==> config.mk <==
export PLATFORM = sky130hd
export DESIGN_NAME = pixel_frame_sequencer
export DESIGN_NICKNAME = d
export VERILOG_FILES = /design/src/rtl/pixel_seq_pkg.sv /design/src/rtl/col_shifter.sv /design/src/rtl/pixel_frame_sequencer.sv
export SDC_FILE = /design/constraint.sdc
export NUM_CORES = 1
export LEC_CHECK = 0
export BUFFER_PORTS_ARGS = -buffer_cell sky130_fd_sc_hd__buf_4
export CORE_UTILIZATION = 50
export CTS_CLUSTER_SIZE = 25
export DETAILED_ROUTE_END_ITERATION = 16
export GPL_TIMING_DRIVEN = 0
export PLACE_DENSITY_LB_ADDON = 0.15
export SYNTH_ARGS = -nofsm -noshare
export SYNTH_HDL_FRONTEND = slang
export SYNTH_SLANG_ARGS = --single-unit
export TNS_END_PERCENT = 30
==> constraint.sdc <==
create_clock -name clk -period 5.4 [get_ports clk]
set_input_delay 0.27 -clock clk [delete_from_list [all_inputs] [get_ports clk]]
set_output_delay 0.27 -clock clk [all_outputs]
set_load 0.01 [all_outputs]
==> src/rtl/pixel_seq_pkg.sv <==
// ---------------------------------------------------------------------------
// pixel_seq_pkg
//   Shared types and constants for the pixel frame sequencer:
//   - state_e  : sequencer state encoding
//   - strobe_e : which driver strobe (if any) is issued in a cycle
//   - WAIT_*   : strobe/WAIT handshake constants
// ---------------------------------------------------------------------------
package pixel_seq_pkg;

  typedef enum logic [2:0] {
    ST_IDLE  = 3'd0,
    ST_FETCH = 3'd1,
    ST_COL   = 3'd2,
    ST_ROW   = 3'd3,
    ST_KEY   = 3'd4,
    ST_WAIT  = 3'd5,
    ST_DONE  = 3'd6
  } state_e;

  // A single strobe selector makes overlapping driver strobes impossible
  // by construction.
  typedef enum logic [1:0] {
    STB_NONE = 2'd0,
    STB_COL  = 2'd1,
    STB_ROW  = 2'd2,
    STB_KEY  = 2'd3
  } strobe_e;

  // Cycles spent in WAIT during which i_drv_rdy is not trusted (the driver
  // has not yet had time to drop its ready after our strobe).
  localparam int unsigned WAIT_IGNORE_CYCLES = 1;
  localparam int unsigned WAIT_CNT_W         = 2;

endpackage

==> src/rtl/col_shifter.sv <==
// ---------------------------------------------------------------------------
// col_shifter
//   Column pattern shift register: parallel load, MSB-first shift, and a flag
//   marking that the bit currently at the MSB is the last one of the pattern.
// Ports:
//   clk, rst_n : clock, asynchronous active-low reset
//   load_i     : load data_i (takes priority over shift_i)
//   shift_i    : shift left by one, advance the bit counter
//   data_i     : N_COLS-bit pattern
//   msb_o      : current bit to present to the driver
//   last_o     : msb_o is the final bit of the loaded pattern
// ---------------------------------------------------------------------------
module col_shifter #(
  parameter int N_COLS = 32
) (
  input  logic              clk,
  input  logic              rst_n,
  input  logic              load_i,
  input  logic              shift_i,
  input  logic [N_COLS-1:0] data_i,
  output logic              msb_o,
  output logic              last_o
);

  localparam int CNT_W = (N_COLS > 1) ? $clog2(N_COLS) : 1;

  logic [N_COLS-1:0] sr_q, sr_d;
  logic [CNT_W-1:0]  cnt_q, cnt_d;

  always_comb begin
    sr_d  = sr_q;
    cnt_d = cnt_q;
    if (load_i) begin
      sr_d  = data_i;
      cnt_d = '0;
    end else if (shift_i) begin
      sr_d  = sr_q << 1;
      cnt_d = cnt_q + 1'b1;
    end
  end

  // NOTE: sequential state uses non-blocking assignments so every register
  // samples the pre-edge values of the others, independent of block order.
  always_ff @(posedge clk or negedge rst_n) begin
    if (!rst_n) begin
      sr_q  <= '0;
      cnt_q <= '0;
    end else begin
      sr_q  <= sr_d;
      cnt_q <= cnt_d;
    end
  end

  assign msb_o  = sr_q[N_COLS-1];
  assign last_o = (cnt_q == CNT_W'(N_COLS - 1));

endmodule

==> src/rtl/pixel_frame_sequencer.sv <==
// ---------------------------------------------------------------------------
// pixel_frame_sequencer
//   Walks a frame row by row: requests a column pattern, shifts it out to the
//   driver one column strobe per bit (MSB first), then a row strobe (data 1
//   only for row 0 so a one-hot row select advances) and a key strobe. Each
//   strobe is followed by a WAIT that ignores ready for a cycle and then waits
//   for the driver to become ready again.
// Ports:
//   clk, rst_n               : clock, asynchronous active-low reset
//   i_start                  : start pulse (honoured only in IDLE)
//   i_abort                  : level, returns to IDLE with no further strobes
//   o_pat_req, o_pat_row     : one-cycle pattern request and its row index
//   i_pat_valid, i_pat_data  : pattern response (MSB shifted first)
//   i_drv_rdy                : driver idle
//   o_write_col/row/key      : one-cycle driver strobes (mutually exclusive)
//   o_data_col, o_data_row   : data bits valid with their strobes
//   o_busy, o_done           : not IDLE / one-cycle frame-complete pulse
// Optional (macro PIXEL_SEQ_LOOP_EN):
//   i_loop                   : at frame end restart at row 0 instead of IDLE
//   o_frame_cnt              : 16-bit wrapping count of completed frames
// ---------------------------------------------------------------------------
module pixel_frame_sequencer
  import pixel_seq_pkg::*;
#(
  parameter int N_COLS = 32,
  parameter int N_ROWS = 32,
  parameter int NB_ROW = 5
) (
  input  logic              clk,
  input  logic              rst_n,
  input  logic              i_start,
  input  logic              i_abort,
  output logic              o_pat_req,
  output logic [NB_ROW-1:0] o_pat_row,
  input  logic              i_pat_valid,
  input  logic [N_COLS-1:0] i_pat_data,
  input  logic              i_drv_rdy,
`ifdef PIXEL_SEQ_LOOP_EN
  input  logic              i_loop,
  output logic [15:0]       o_frame_cnt,
`endif
  output logic              o_write_col,
  output logic              o_write_row,
  output logic              o_write_key,
  output logic              o_data_col,
  output logic              o_data_row,
  output logic              o_busy,
  output logic              o_done
);

  state_e                  state_q, state_d;
  state_e                  ret_q, ret_d;      // state to resume after WAIT
  logic [WAIT_CNT_W-1:0]   wait_cnt_q, wait_cnt_d;
  logic [NB_ROW-1:0]       row_q, row_d;
  logic                    fetch_first_q, fetch_first_d;

  strobe_e                 strobe;
  logic                    sh_load, sh_shift, sh_msb, sh_last;
  logic                    pat_req, done, data_col, data_row, loop_sel;

`ifdef PIXEL_SEQ_LOOP_EN
  logic [15:0]             frame_cnt_q;
  assign loop_sel = i_loop;
`else
  assign loop_sel = 1'b0;
`endif

  col_shifter #(.N_COLS(N_COLS)) u_col_shifter (
    .clk     (clk),
    .rst_n   (rst_n),
    .load_i  (sh_load),
    .shift_i (sh_shift),
    .data_i  (i_pat_data),
    .msb_o   (sh_msb),
    .last_o  (sh_last)
  );

  // NOTE: every signal written here gets a default first, so no path through
  // the case leaves one unassigned and no latch is inferred.
  always_comb begin
    state_d    = state_q;
    ret_d      = ret_q;
    wait_cnt_d = wait_cnt_q;
    row_d      = row_q;
    strobe     = STB_NONE;
    sh_load    = 1'b0;
    sh_shift   = 1'b0;
    pat_req    = 1'b0;
    done       = 1'b0;
    data_col   = 1'b0;
    data_row   = 1'b0;

    unique case (state_q)
      ST_IDLE: begin
        if (i_start) begin
          row_d   = '0;
          state_d = ST_FETCH;
        end
      end
      ST_FETCH: begin
        // Request is raised only on the entry cycle; the response is taken
        // from the following cycle on.
        pat_req = fetch_first_q;
        if (!fetch_first_q && i_pat_valid) begin
          sh_load = 1'b1;
          state_d = ST_COL;
        end
      end
      ST_COL: begin
        if (i_drv_rdy) begin
          strobe     = STB_COL;
          data_col   = sh_msb;
          sh_shift   = 1'b1;
          ret_d      = sh_last ? ST_ROW : ST_COL;
          wait_cnt_d = '0;
          state_d    = ST_WAIT;
        end
      end
      ST_ROW: begin
        if (i_drv_rdy) begin
          strobe     = STB_ROW;
          data_row   = (row_q == '0);
          ret_d      = ST_KEY;
          wait_cnt_d = '0;
          state_d    = ST_WAIT;
        end
      end
      ST_KEY: begin
        if (i_drv_rdy) begin
          strobe     = STB_KEY;
          ret_d      = (row_q == NB_ROW'(N_ROWS - 1)) ? ST_DONE : ST_FETCH;
          wait_cnt_d = '0;
          state_d    = ST_WAIT;
        end
      end
      ST_WAIT: begin
        if (wait_cnt_q < WAIT_CNT_W'(WAIT_IGNORE_CYCLES)) begin
          wait_cnt_d = wait_cnt_q + 1'b1;
        end else if (i_drv_rdy) begin
          state_d = ret_q;
          // Returning to FETCH only happens after a non-final key strobe.
          if (ret_q == ST_FETCH) row_d = row_q + 1'b1;
        end
      end
      ST_DONE: begin
        done = 1'b1;
        if (loop_sel) begin
          row_d   = '0;
          state_d = ST_FETCH;
        end else begin
          state_d = ST_IDLE;
        end
      end
      default: state_d = ST_IDLE;
    endcase

    // Abort overrides everything, including i_start in IDLE, and suppresses
    // the outputs of the current cycle.
    if (i_abort) begin
      state_d  = ST_IDLE;
      row_d    = row_q;
      strobe   = STB_NONE;
      sh_load  = 1'b0;
      sh_shift = 1'b0;
      pat_req  = 1'b0;
      done     = 1'b0;
      data_col = 1'b0;
      data_row = 1'b0;
    end
  end

  assign fetch_first_d = (state_d == ST_FETCH) && (state_q != ST_FETCH);

  always_ff @(posedge clk or negedge rst_n) begin
    if (!rst_n) begin
      state_q       <= ST_IDLE;
      ret_q         <= ST_IDLE;
      wait_cnt_q    <= '0;
      row_q         <= '0;
      fetch_first_q <= 1'b0;
    end else begin
      state_q       <= state_d;
      ret_q         <= ret_d;
      wait_cnt_q    <= wait_cnt_d;
      row_q         <= row_d;
      fetch_first_q <= fetch_first_d;
    end
  end

`ifdef PIXEL_SEQ_LOOP_EN
  always_ff @(posedge clk or negedge rst_n) begin
    if (!rst_n)    frame_cnt_q <= '0;
    else if (done) frame_cnt_q <= frame_cnt_q + 16'd1;
  end
  assign o_frame_cnt = frame_cnt_q;
`endif

  assign o_pat_req   = pat_req;
  assign o_pat_row   = row_q;
  assign o_write_col = (strobe == STB_COL);
  assign o_write_row = (strobe == STB_ROW);
  assign o_write_key = (strobe == STB_KEY);
  assign o_data_col  = data_col;
  assign o_data_row  = data_row;
  assign o_busy      = (state_q != ST_IDLE);
  assign o_done      = done;

endmodule

==> flow_summary.ini <==
[status]
status = finished, final reports clean

[worst_setup_path]
path_buf_inv = 5
startpoint_type = flip-flop
critPathMaxFanout = 10
path_common_cell = buf_2
crit_path_cell_trace = buf_2, and2b_1, nand3_1, inv_2, buf_2, buf_2, and2_1, buf_4
crit_family = buffers and inverters
arrival_ns = 2.22
worstSetupPathType = reg2out
cp-end-kind = output pin
slowest_stage = dfrtp_1
slowest_delay_ns = 0.36
crit_required_ns = 5.13

[job]
maxCapViolCount = 0

[sta]
hold_viol = 0
max_slew_margin = 0.5710
worst_slew_pin_slew_ns = 0.6435
finalSetupTns_ns = 0
min_period_over_period = 0.4611
rsz0062_at_grt = false
clock_skew_ns = 0.005852
finalSetupViolCount = 0
clock.fmax_mhz = 401.7
slew_viol_final = 0
period_needed_ns = 2.490

[power_and_ir_drop]
power.net_switching_mw = 0.3331
p_seq_frac = 0.515
p_leak_nw = 1.675
powerDensity_nw_per_um2 = 356.6
vdd_drop_max_v = 0.0002059
p_clk_frac = 0.273
switching_share = 0.2923
combPwrFrac = 0.211
total_power_mw = 1.140
p_int_mw = 0.8065

[routing]
drt-total-wl_um = 5494
postRouteAntennaNets = 0
vias = 2157
viasPerCell = 5.433
drt-pass1-iter-count = 5
detail_route.iter0.violations = 116
wl_per_cell_um = 13.84
post-route-drc-count = 0

[logic_synthesis]
synth_top_area_cell = dfrtp_1
yosysSeqAreaShare = 0.4920
synth_area_per_cell_um2 = 9.571
syn_nets = 315
synthXorXnorAreaFrac = 0.01688
muxShareOfSynthArea = 0.02315
synthCells = 271
ys_warn_count = 0
synth-compound-area-share = 0.1635
synth_edf_count = 0
synth_cell_types = 47
synthAdderAreaFrac = 0.02894
synth_common_cells = nand2_1, dfrtp_1, a22oi_1
synth_most_common_cell = nand2_1
synth-seq-cells = 51
async_flop_share = 1.000
synth_top_cell_area_share = 0.4920
synth_area_um2 = 2594
synthSimpleGateAreaFrac = 0.2219
yosys_most_used_dff = dfrtp_1
synth_area_leaders = dfrtp_1, nand2_1, a22oi_1, ha_1, buf_2
synth_top_family_by_area = simple AND/OR/NAND/NOR gates

[floorplanning]
dieArea_um2 = 5480
pin_count = 51
coreArea_um2 = 4848
die_width_um = 74.03
fp.dieH_um = 74.03
initial_core_util = 0.5350
rows = 25

[grt]
grt_usage = 0.2212
grtUsageMet3 = 0.04878
overflow = 0
busiest_layer = met2
grt_pass1_vias = 2085
gr-usage-met1 = 0.2677
grt_pass1_wl_um = 9108
antenna_found_initial = 0
gr-usage-met2 = 0.3838
grt_start_max_net_pins = 52

[hold_path]
hp-class = in2reg

[final_layout]
nNetsFinal = 373
final_util = 0.6591
final_layout_size_suffix_gt1_frac = 0.2364
areaGrowthSynthToFinish_pct = 23.20
design_area_um2 = 3196
n_antenna_cell = 0

[clock_tree]
clk_pin_slew_worst_paths_ns = 0.09
cts_tree = done
post-cts-setup-buffers = 0
cts-buffers-inserted = 5
clk_path_buf_depth = 2
htree_levels = 2
root_buffer = clkbuf_8
clk_latency_ns = 0.31
cts.sinks = 51

[placed_design]
dp_hpwl_um = 4002
port_buffers = 50
placed_cell_area_um2 = 3053
gp_congestion = 0.8418
-- through the flow --
step	hold WS (ns)	setup slack [ns]	cells
4_1_cts	0.1608	2.897	397
6_report	0.1702	2.910	397
3_5_place_dp	0.3340	3.268	388
3_3_place_gp	0.3410	3.291	388
5_1_grt	0.1706	2.763	397
2_1_floorplan	-0.02559	3.546	271
-- worst register-to-register path, stage by stage (launching register included) --
cell and delay, ns:
dfrtp_1 0.49, dlymetal6s2s_1 0.37, o311ai_2 0.22, a31oi_4 0.30, nand3_4 0.15, mux2_4 0.32
-- sequential cells by signal (all words and copies together) (netlist names) --
register / flops
state_q: 3
fetch_first_q: 1
u_col_shifter.sr_q: 32
ret_q: 3
u_col_shifter.cnt_q: 5
wait_cnt_q: 2
o_pat_row: 5
-- routing by layer --
layer | share of wire | up-vias | wire length, um
met5 | 0 | - | 0
met4 | 0.0087 | 0 | 48
met3 | 0.046 | 4 | 253
met2 | 0.50 | 65 | 2734
met1 | 0.45 | 1038 | 2457
li1 | - | 1050 | -
-- cell usage in the layout, fill, tap and decap left out, types with 6 or more instances in the layout --
master,n
nand2_1,72
ha_1,6
buf_2,11
nor2_1,14
dfrtp_1,51
and3_1,6
inv_1,11
buf_4,50
a22oi_1,31
-- path summary, 6_finish.rpt --
kind                            slack, ns                    from                      to  cells after the start
worst max register to register       3.44              state_q[0]            o_pat_row[0]                      5
min in group asynchronous            0.52                   rst_n           wait_cnt_q[1]                      2
worst min register to register       0.49  u_col_shifter.sr_q[29]  u_col_shifter.sr_q[29]                      2
worst min-delay path                 0.17          i_pat_data[17]  u_col_shifter.sr_q[17]                      3
max in group asynchronous            4.44                   rst_n            o_pat_row[0]                      2
worst max-delay path                 2.91              state_q[2]              o_data_col                      8
-- power groups by stage --
| stage | combinational, mW | clock [mW] | sequential, mW |
|---|---|---|---|
| after detailed placement | 0.243 | 0 | 0.592 |
| after CTS | 0.244 | 0.317 | 0.586 |
| after floorplan | 0.174 | 0 | 0.570 |
| after global routing | 0.278 | 0.333 | 0.603 |
| after global placement | 0.232 | 0 | 0.586 |
| final | 0.241 | 0.312 | 0.587 |
-- cell type report --
class	count	area, um^2
Clock inverter	2	60.06
Sequential cell	51	1276
Multi-Input combinational cell	191	1179
Buffer	17	93.84
Tap cell	67	83.83
Fill cell	417	1653
Timing Repair Buffer	51	385.4
Clock buffer	6	72.57
Inverter	12	45.04
-- timing repair --
item	in CTS	in global routing
endpoints found under the hold margin	5	0
gates resized for setup	0	0
hold buffers	1	0
-- cell families after synthesis --
family	count (synthesis)
AOI/OAI and AO/OA	54
xor gates and xnor gates	5
adders and majority gates	6
buffers and inverters	29
DFF	51
muxes	5
and+or+nand+nor	121
Note: power is estimated with default switching activity, not from simulation.
